### src/rtl/regfile_param_if.sv
// Bus between decode/writeback and the register file: two read ports and two write ports.
// The write-collision flag travels with the read data.
interface regfile_param_if #(
  parameter int DATA_W = 32,
  parameter int ADDR_W = 5
);
  logic [ADDR_W-1:0] Read1;
  logic [ADDR_W-1:0] Read2;
  logic [ADDR_W-1:0] WriteReg;
  logic              RegWrite;
  logic [DATA_W-1:0] WriteData;
  logic [ADDR_W-1:0] WriteReg2;
  logic              RegWrite2;
  logic [DATA_W-1:0] WriteData2;
  logic [DATA_W-1:0] Data1;
  logic [DATA_W-1:0] Data2;
  logic              WrCollide;

  modport master (
    output Read1, Read2, WriteReg, RegWrite, WriteData,
    output WriteReg2, RegWrite2, WriteData2,
    input  Data1, Data2, WrCollide
  );

  modport slave (
    input  Read1, Read2, WriteReg, RegWrite, WriteData,
    input  WriteReg2, RegWrite2, WriteData2,
    output Data1, Data2, WrCollide
  );
endinterface

### src/rtl/regfile_param.sv
// Parametrised 2-read/2-write register file. Port B wins same-address collisions, and r0 can be
// hardwired to zero. Reads are either combinational (with optional write bypass) or registered.
module regfile_param #(
  parameter int DATA_W  = 32,
  parameter int ADDR_W  = 5,
  parameter int ZERO_R0 = 1,
  parameter int RD_REG  = 0,
  parameter int BYPASS  = 1
) (
  input logic            clk,
  input logic            rst,
  regfile_param_if.slave bus
);
  localparam int NREGS = 2 ** ADDR_W;

  logic [DATA_W-1:0] mem_reg [NREGS];
  logic              collide_reg;
  logic              collide_next;
  logic              wr_a_ok;
  logic              wr_b_ok;
  logic [ADDR_W-1:0] raddr [2];
  logic [DATA_W-1:0] rdata [2];

  // Writes to r0 are dropped entirely when it is hardwired, so they can never collide.
  assign wr_a_ok      = bus.RegWrite  && !(ZERO_R0 != 0 && bus.WriteReg  == '0);
  assign wr_b_ok      = bus.RegWrite2 && !(ZERO_R0 != 0 && bus.WriteReg2 == '0);
  assign collide_next = wr_a_ok && wr_b_ok && (bus.WriteReg == bus.WriteReg2);

  always_ff @(posedge clk) begin
    if (rst) begin
      for (int i = 0; i < NREGS; i++) mem_reg[i] <= '0;
      collide_reg <= 1'b0;
    end else begin
      if (wr_a_ok) mem_reg[bus.WriteReg] <= bus.WriteData;
      // Later assignment wins, giving port B priority on a shared address.
      if (wr_b_ok) mem_reg[bus.WriteReg2] <= bus.WriteData2;
      collide_reg <= collide_next;
    end
  end

  assign raddr[0] = bus.Read1;
  assign raddr[1] = bus.Read2;

  genvar gi;
  generate
    for (gi = 0; gi < 2; gi++) begin : g_rd
      logic [DATA_W-1:0] stored_val;
      logic [DATA_W-1:0] post_wr_val;

      // post_wr_val is what the addressed register holds once this edge's writes land.
      always_comb begin
        stored_val  = mem_reg[raddr[gi]];
        post_wr_val = stored_val;
        if (wr_a_ok && bus.WriteReg  == raddr[gi]) post_wr_val = bus.WriteData;
        if (wr_b_ok && bus.WriteReg2 == raddr[gi]) post_wr_val = bus.WriteData2;
        if (ZERO_R0 != 0 && raddr[gi] == '0) begin
          stored_val  = '0;
          post_wr_val = '0;
        end
      end

      if (RD_REG != 0) begin : g_reg
        logic [DATA_W-1:0] data_reg;
        always_ff @(posedge clk) begin
          if (rst) data_reg <= '0;
          else     data_reg <= post_wr_val;
        end
        assign rdata[gi] = data_reg;
      end else begin : g_comb
        assign rdata[gi] = (BYPASS != 0) ? post_wr_val : stored_val;
      end
    end
  endgenerate

  assign bus.Data1     = rdata[0];
  assign bus.Data2     = rdata[1];
  assign bus.WrCollide = collide_reg;
endmodule

### src/flat_wrapper.sv
// flat-port wrapper written by rule: the top's interface ports become plain ports
module regfile_param_flat 
#(
  parameter int DATA_W  = 32,
  parameter int ADDR_W  = 5,
  parameter int ZERO_R0 = 1,
  parameter int RD_REG  = 0,
  parameter int BYPASS  = 1
)
  (clk, rst, bus_Read1, bus_Read2, bus_WriteReg, bus_RegWrite, bus_WriteData, bus_WriteReg2, bus_RegWrite2, bus_WriteData2, bus_Data1, bus_Data2, bus_WrCollide);
  regfile_param_if #(.DATA_W(DATA_W), .ADDR_W(ADDR_W)) bus_i ();
  input logic clk;
  input logic rst;
  input wire logic [$bits(bus_i.Read1)-1:0] bus_Read1;
  input wire logic [$bits(bus_i.Read2)-1:0] bus_Read2;
  input wire logic [$bits(bus_i.WriteReg)-1:0] bus_WriteReg;
  input wire logic [$bits(bus_i.RegWrite)-1:0] bus_RegWrite;
  input wire logic [$bits(bus_i.WriteData)-1:0] bus_WriteData;
  input wire logic [$bits(bus_i.WriteReg2)-1:0] bus_WriteReg2;
  input wire logic [$bits(bus_i.RegWrite2)-1:0] bus_RegWrite2;
  input wire logic [$bits(bus_i.WriteData2)-1:0] bus_WriteData2;
  output wire logic [$bits(bus_i.Data1)-1:0] bus_Data1;
  output wire logic [$bits(bus_i.Data2)-1:0] bus_Data2;
  output wire logic [$bits(bus_i.WrCollide)-1:0] bus_WrCollide;
  assign bus_i.Read1 = bus_Read1;
  assign bus_i.Read2 = bus_Read2;
  assign bus_i.WriteReg = bus_WriteReg;
  assign bus_i.RegWrite = bus_RegWrite;
  assign bus_i.WriteData = bus_WriteData;
  assign bus_i.WriteReg2 = bus_WriteReg2;
  assign bus_i.RegWrite2 = bus_RegWrite2;
  assign bus_i.WriteData2 = bus_WriteData2;
  assign bus_Data1 = bus_i.Data1;
  assign bus_Data2 = bus_i.Data2;
  assign bus_WrCollide = bus_i.WrCollide;
  regfile_param #(.DATA_W(DATA_W), .ADDR_W(ADDR_W), .ZERO_R0(ZERO_R0), .RD_REG(RD_REG), .BYPASS(BYPASS)) u_core (.clk(clk), .rst(rst), .bus(bus_i));
endmodule
### config.mk
export PLATFORM = sky130hd
export DESIGN_NAME = regfile_param_flat
export DESIGN_NICKNAME = d
export VERILOG_FILES = /design/src/rtl/regfile_param_if.sv /design/src/rtl/regfile_param.sv /design/src/flat_wrapper.sv
export SDC_FILE = /design/constraint.sdc
export NUM_CORES = 2
export LEC_CHECK = 0
export CAP_MARGIN = 20
export CORE_AREA = 2 2 299 596
export DETAILED_ROUTE_END_ITERATION = 8
export DIE_AREA = 0 0 301 598
export SLEW_MARGIN = 20
export SYNTH_ARGS = -nofsm -noshare
export SYNTH_HDL_FRONTEND = slang
export SYNTH_SLANG_ARGS = --single-unit
export TNS_END_PERCENT = 1
### constraint.sdc
create_clock -name clk -period 4.7 [get_ports clk]
set_input_delay 1.175 -clock clk [delete_from_list [all_inputs] [get_ports clk]]
set_output_delay 1.175 -clock clk [all_outputs]
set_load 0.05 [all_outputs]
## Word level (Yosys, flattened, before mapping)

Memory sizes are Yosys's and may differ from the RTL's.
Cells that the tools add are included.
Widths: inputs -> output; s select.

- Bits in registers: 1
- Bits in writable memories: 1024
- Bits of input ports: 88
- Output and inout port bits: 65
- Word-level logic and storage cells: 43
- Memories kept: 1

Memory list:

| name | depth | width | read ports | clocked after Yosys merged registers in | write ports | RTL line | text |
|---|---|---|---|---|---|---|---|
| u_core.mem_reg | 32 | 32 | 2 | 0 | 32 | regfile_param.sv:16 | `logic [DATA_W-1:0] mem_reg [NREGS];` |

- Eq/ne operators: 5
- Mux-type cells: 20
- Reduce and logical (&&, ||, !) cells: 16

Operator list:

| cell | number |
|---|---|
| $mux 32 | 8 |
| $reduce_or 32->1 | 2 |
| $eq 5x5->1 | 5 |
| $logic_not 5->1 | 4 |
| $mux 1 | 10 |
| $mux 5 | 2 |
| $logic_and 1x1->1 | 8 |
| $logic_not 1->1 | 2 |

## Logic depth before layout (Yosys ltp)

- Depth in word-level cells: 8
- Gate-level depth with buffers: 9
- Depth with buffers taken out: 5

## Least setup slack after synthesis

Ideal clock, no wire load.

- Kind: in2reg
- From: in bus_WriteReg[0]
- To: mem u_core.mem_reg[24][0] (enable)
- Library setup time: 0.466 ns
- Arrival: 4.441 ns
- Data required time: 4.234 ns
- Path slack: -0.207 ns
- Stages: 4
- Cells stage by stage: buf_2 or4_4 buf_2 o21ai_0

RTL lines:

| element | RTL line | text |
|---|---|---|
| start: declaration | flat_wrapper.sv:16 | `input wire logic [$bits(bus_i.WriteReg)-1:0] bus_WriteReg;` |
| end: declaration | regfile_param.sv:16 |  |

## Worst setup path after layout

- From: in bus_Read2[0]
- To: out bus_Data2[24]

- Longest elaborated chain between the ends: 5
- Elaborated cells between the ends (all ways): 9
- Classes of those cells: eq/ne (2); mux (3); reduce/logical (3); memory (1)

Ends and longest elaborated chain:

| element | RTL line | text |
|---|---|---|
| start: declaration | flat_wrapper.sv:15 | `input wire logic [$bits(bus_i.Read2)-1:0] bus_Read2;` |
| parallel branches: the longest is 4 deep, another holds $mem_v2 32x32 | - |  |
| $mux 32 * | regfile_param.sv:56 | `if (ZERO_R0 != 0 && raddr[gi] == '0) begin` |
| end: declaration | flat_wrapper.sv:23 | `output wire logic [$bits(bus_i.Data2)-1:0] bus_Data2;` |

Every way passes the cells marked *.

==> impl_metrics.toml <==
[status]
status = "finished with violations"
violations = "negative setup slack"

[logic_synthesis]
synthCells = 4921
synth_top_cell_by_area = "edfxtp_1"
synth_edf_count = 1024
synth_fa_ha_area_share_pct = 0
synth_xor_area_share_pct = 0.344
synth_seq_cells = 1025
syn-mean-instance-area_um2 = 12.4
yosys_warnings = 0
yosysTopAreaCellShare_pct = 50.4
synthTopCellsByArea = "edfxtp_1 (50%), a22o_1 (11%), mux4_2 (11%)"
synth-seq-area-share_pct = 50.4
synth-async-reset-ratio_pct = 0
synthSimpleGateAreaFrac_pct = 5.74
synth_compound_area_share_pct = 19.1
synth_top_family_by_area = "multiplexers"
yosys.cell_types.count = 45
synth.area.mux_share_pct = 19.2
netlist_area_um2 = 61100
synth-main-ff-cell = "edfxtp_1"

[worst_hold_path]
hp-class = "primary input to flip-flop"

[finish]
regArea_um2 = 30800
largest_reg_flops = 1024
finalNetCount = 5049
multi_input_area_um2 = 28400
final_common_cell = "edfxtp_1"
area_growth_pct = 18.6
fin_cells = 7353
fill_cells = 16100
final_cell_mix = "edfxtp_1 (1024), a22o_1 (797), nand2_1 (645), mux2i_1 (404), buf_4 (368)"
drive_above_1_share_pct = 24.8
final_util_pct = 41.2

[placement]
gp_congestion = 0.956
io_buffers = 152
dp.final_hpwl_um = 188000
dp_cells = 7175

[power_and_ir_drop]
leakagePower_uw = 0.0247
intPower_uw = 16700
switching_power_uw = 6700
comb_power_share_pct = 19.1
peakVddDrop_mv = 0.356
seqPwrFrac_pct = 46.6
swShare_pct = 28.6
clkPwrFrac_pct = 34.4
power_density_nw_per_um2 = 323

[setup_path]
cp.required_ns = 3.52
cp-start-kind = "primary input"
crit_end = "bus_Data2[24]"
critical_path_class = "primary input to primary output"
crit_start = "bus_Read2[0]"
cp-end-kind = "primary output"
crit_fanout = 13
worst_ep_arrival_time_ns = 3.56

[routing]
drt-pass1-iter-count = 6
drtIter0Drc = 7521
via_per_inst = 7.03
drcViolationCount = 0
drtAntennaViolNets = 0
drt_wl_total_um = 301000
vias = 51700
routedWlPerCell_um = 40.9

[die]
core-area_um2 = 176000
die-area_um2 = 180000
rows = 218
io_pins = 153
start_util_pct = 34.7
die_h_um = 598
die_w_um = 301

[grt]
antenna_found_initial = 17
grt_pass1_vias = 52100
grt_pass1_wl_um = 408000
gr-total-overflow = 0
grt_max_degree = 65
grt_usage_pct = 32.8

[clock_network]
clock-root-buffer = "clkbuf_16"
numCtsBuffers = 90
clock_sinks = 1025
clk_pin_slew_worst_paths_ns = 0.08
cts.htree.levels = 3
cts_hold_buf = 0
cts_tree = "built"
clock_path_buffers = 3

[sta]
tightest_slew_ns = 1.02
fin_ws_ns = -0.0398
hold_viol_final = 0
timing.final.crit_share_pct = 101
slew_viol_final = 0
rsz0062_at_grt = "true"
clock.fmax_mhz = 211
finalSetupViolations = 3
fin_crit_ns = 4.74
max_slew_margin_pct = 31.8
hold_ws_ns = 0.951

[flow_run]
maxCapViolCount = 0
[cell type report]
type	count	share of cell area, %
antenna	9	0.0311
sequential	1025	42.5
multi-input combinational	3182	39.2
timing repair buffer	630	9.90
tap	2310	3.99
clock buffer	107	3.26
inverter	32	0.166
clock inverter	58	0.944
[power groups by stage]
stage                     clock network (uW)  logic [uW]  registers (uW)
after detailed placement                   0        4230           11100
after CTS                               8030        4330           10900
after floorplan                            0        2300           11000
after global routing                    8320        4540           10900
final                                   8050        4460           10900
after global placement                     0        4200           11000
[through the flow]
stage               power, uW  instance area, um2  TNS (ns)  setup slack (ns)
floorplan               13300               61200    -45.97            -0.207
global placement        15200               68700    -25.50            -0.461
detailed placement      15300               68700    -28.28            -0.517
CTS                     23200               72200   -0.0997           -0.0586
global route            23800               72400    -0.189           -0.0393
finish                  23400               72400   -0.0735           -0.0398
[cell families (layout without fill, tap and decap cells)]
| logic type | Yosys count | count (layout) |
|---|---|---|
| compound gates | 1515 | 1515 |
| flops | 1025 | 1025 |
| simple gates | 835 | 835 |
| mux | 776 | 776 |
| buf+inv | 745 | 827 |
| xor+xnor | 24 | 24 |
| other cells | 1 | 41 |
[synth_stat cells, drive strengths merged (4+ instances only)]
cell type	number
edfxtp	1024
a22o	798
nand2	645
clkbuf	470
mux2i	404
o21ai	325
mux4	310
buf	243
o221ai	126
a21oi	69
nor2	69
a221oi	62
a311oi	62
mux2	62
o22ai	62
inv	32
nor3	27
or3	26
nand3	21
xnor2	16
nand3b	14
or3b	9
a22oi	8
nor2b	8
xor2	8
nor4	5
nand4	4
[repair_timing]
action                                 4_1_cts  5_1_grt
endpoints found under the hold margin        0        0
setup buffers                                2        0
pin swaps                                    5        2
setup endpoints to repair                   64       42
gates resized for setup                     84       26
cloned                                       3        0
[worst max-delay path: stages]
cell	delay, ns
buf_8	0.22
buf_12	0.22
buf_12	0.17
mux4_2	0.49
a311oi_1	0.61
a22o_1	0.30
o221ai_4	0.14
buf_12	0.17
[how the worst min path moves through the flow]
stage,startpoint,end,cells past startpoint
final,rst,u_core.mem_reg[0][0],1
after global placement,rst,u_core.mem_reg[0][0],1
after CTS,rst,u_core.mem_reg[0][28],1
after global routing,rst,u_core.mem_reg[0][28],1
after detailed placement,rst,u_core.mem_reg[0][0],1
after floorplan,bus_RegWrite,u_core.bus.WrCollide,2
[layer usage]
metal  GRT usage (%)  part of all wire (%)  up-vias
met3            8.87                    12     1581
met4            28.8                    11       12
met2            52.5                    47     4605
met5               0                 0.029        -
li1                -                     -    19700
met1            35.6                    31    25800
(Power assumes the default switching activity.)
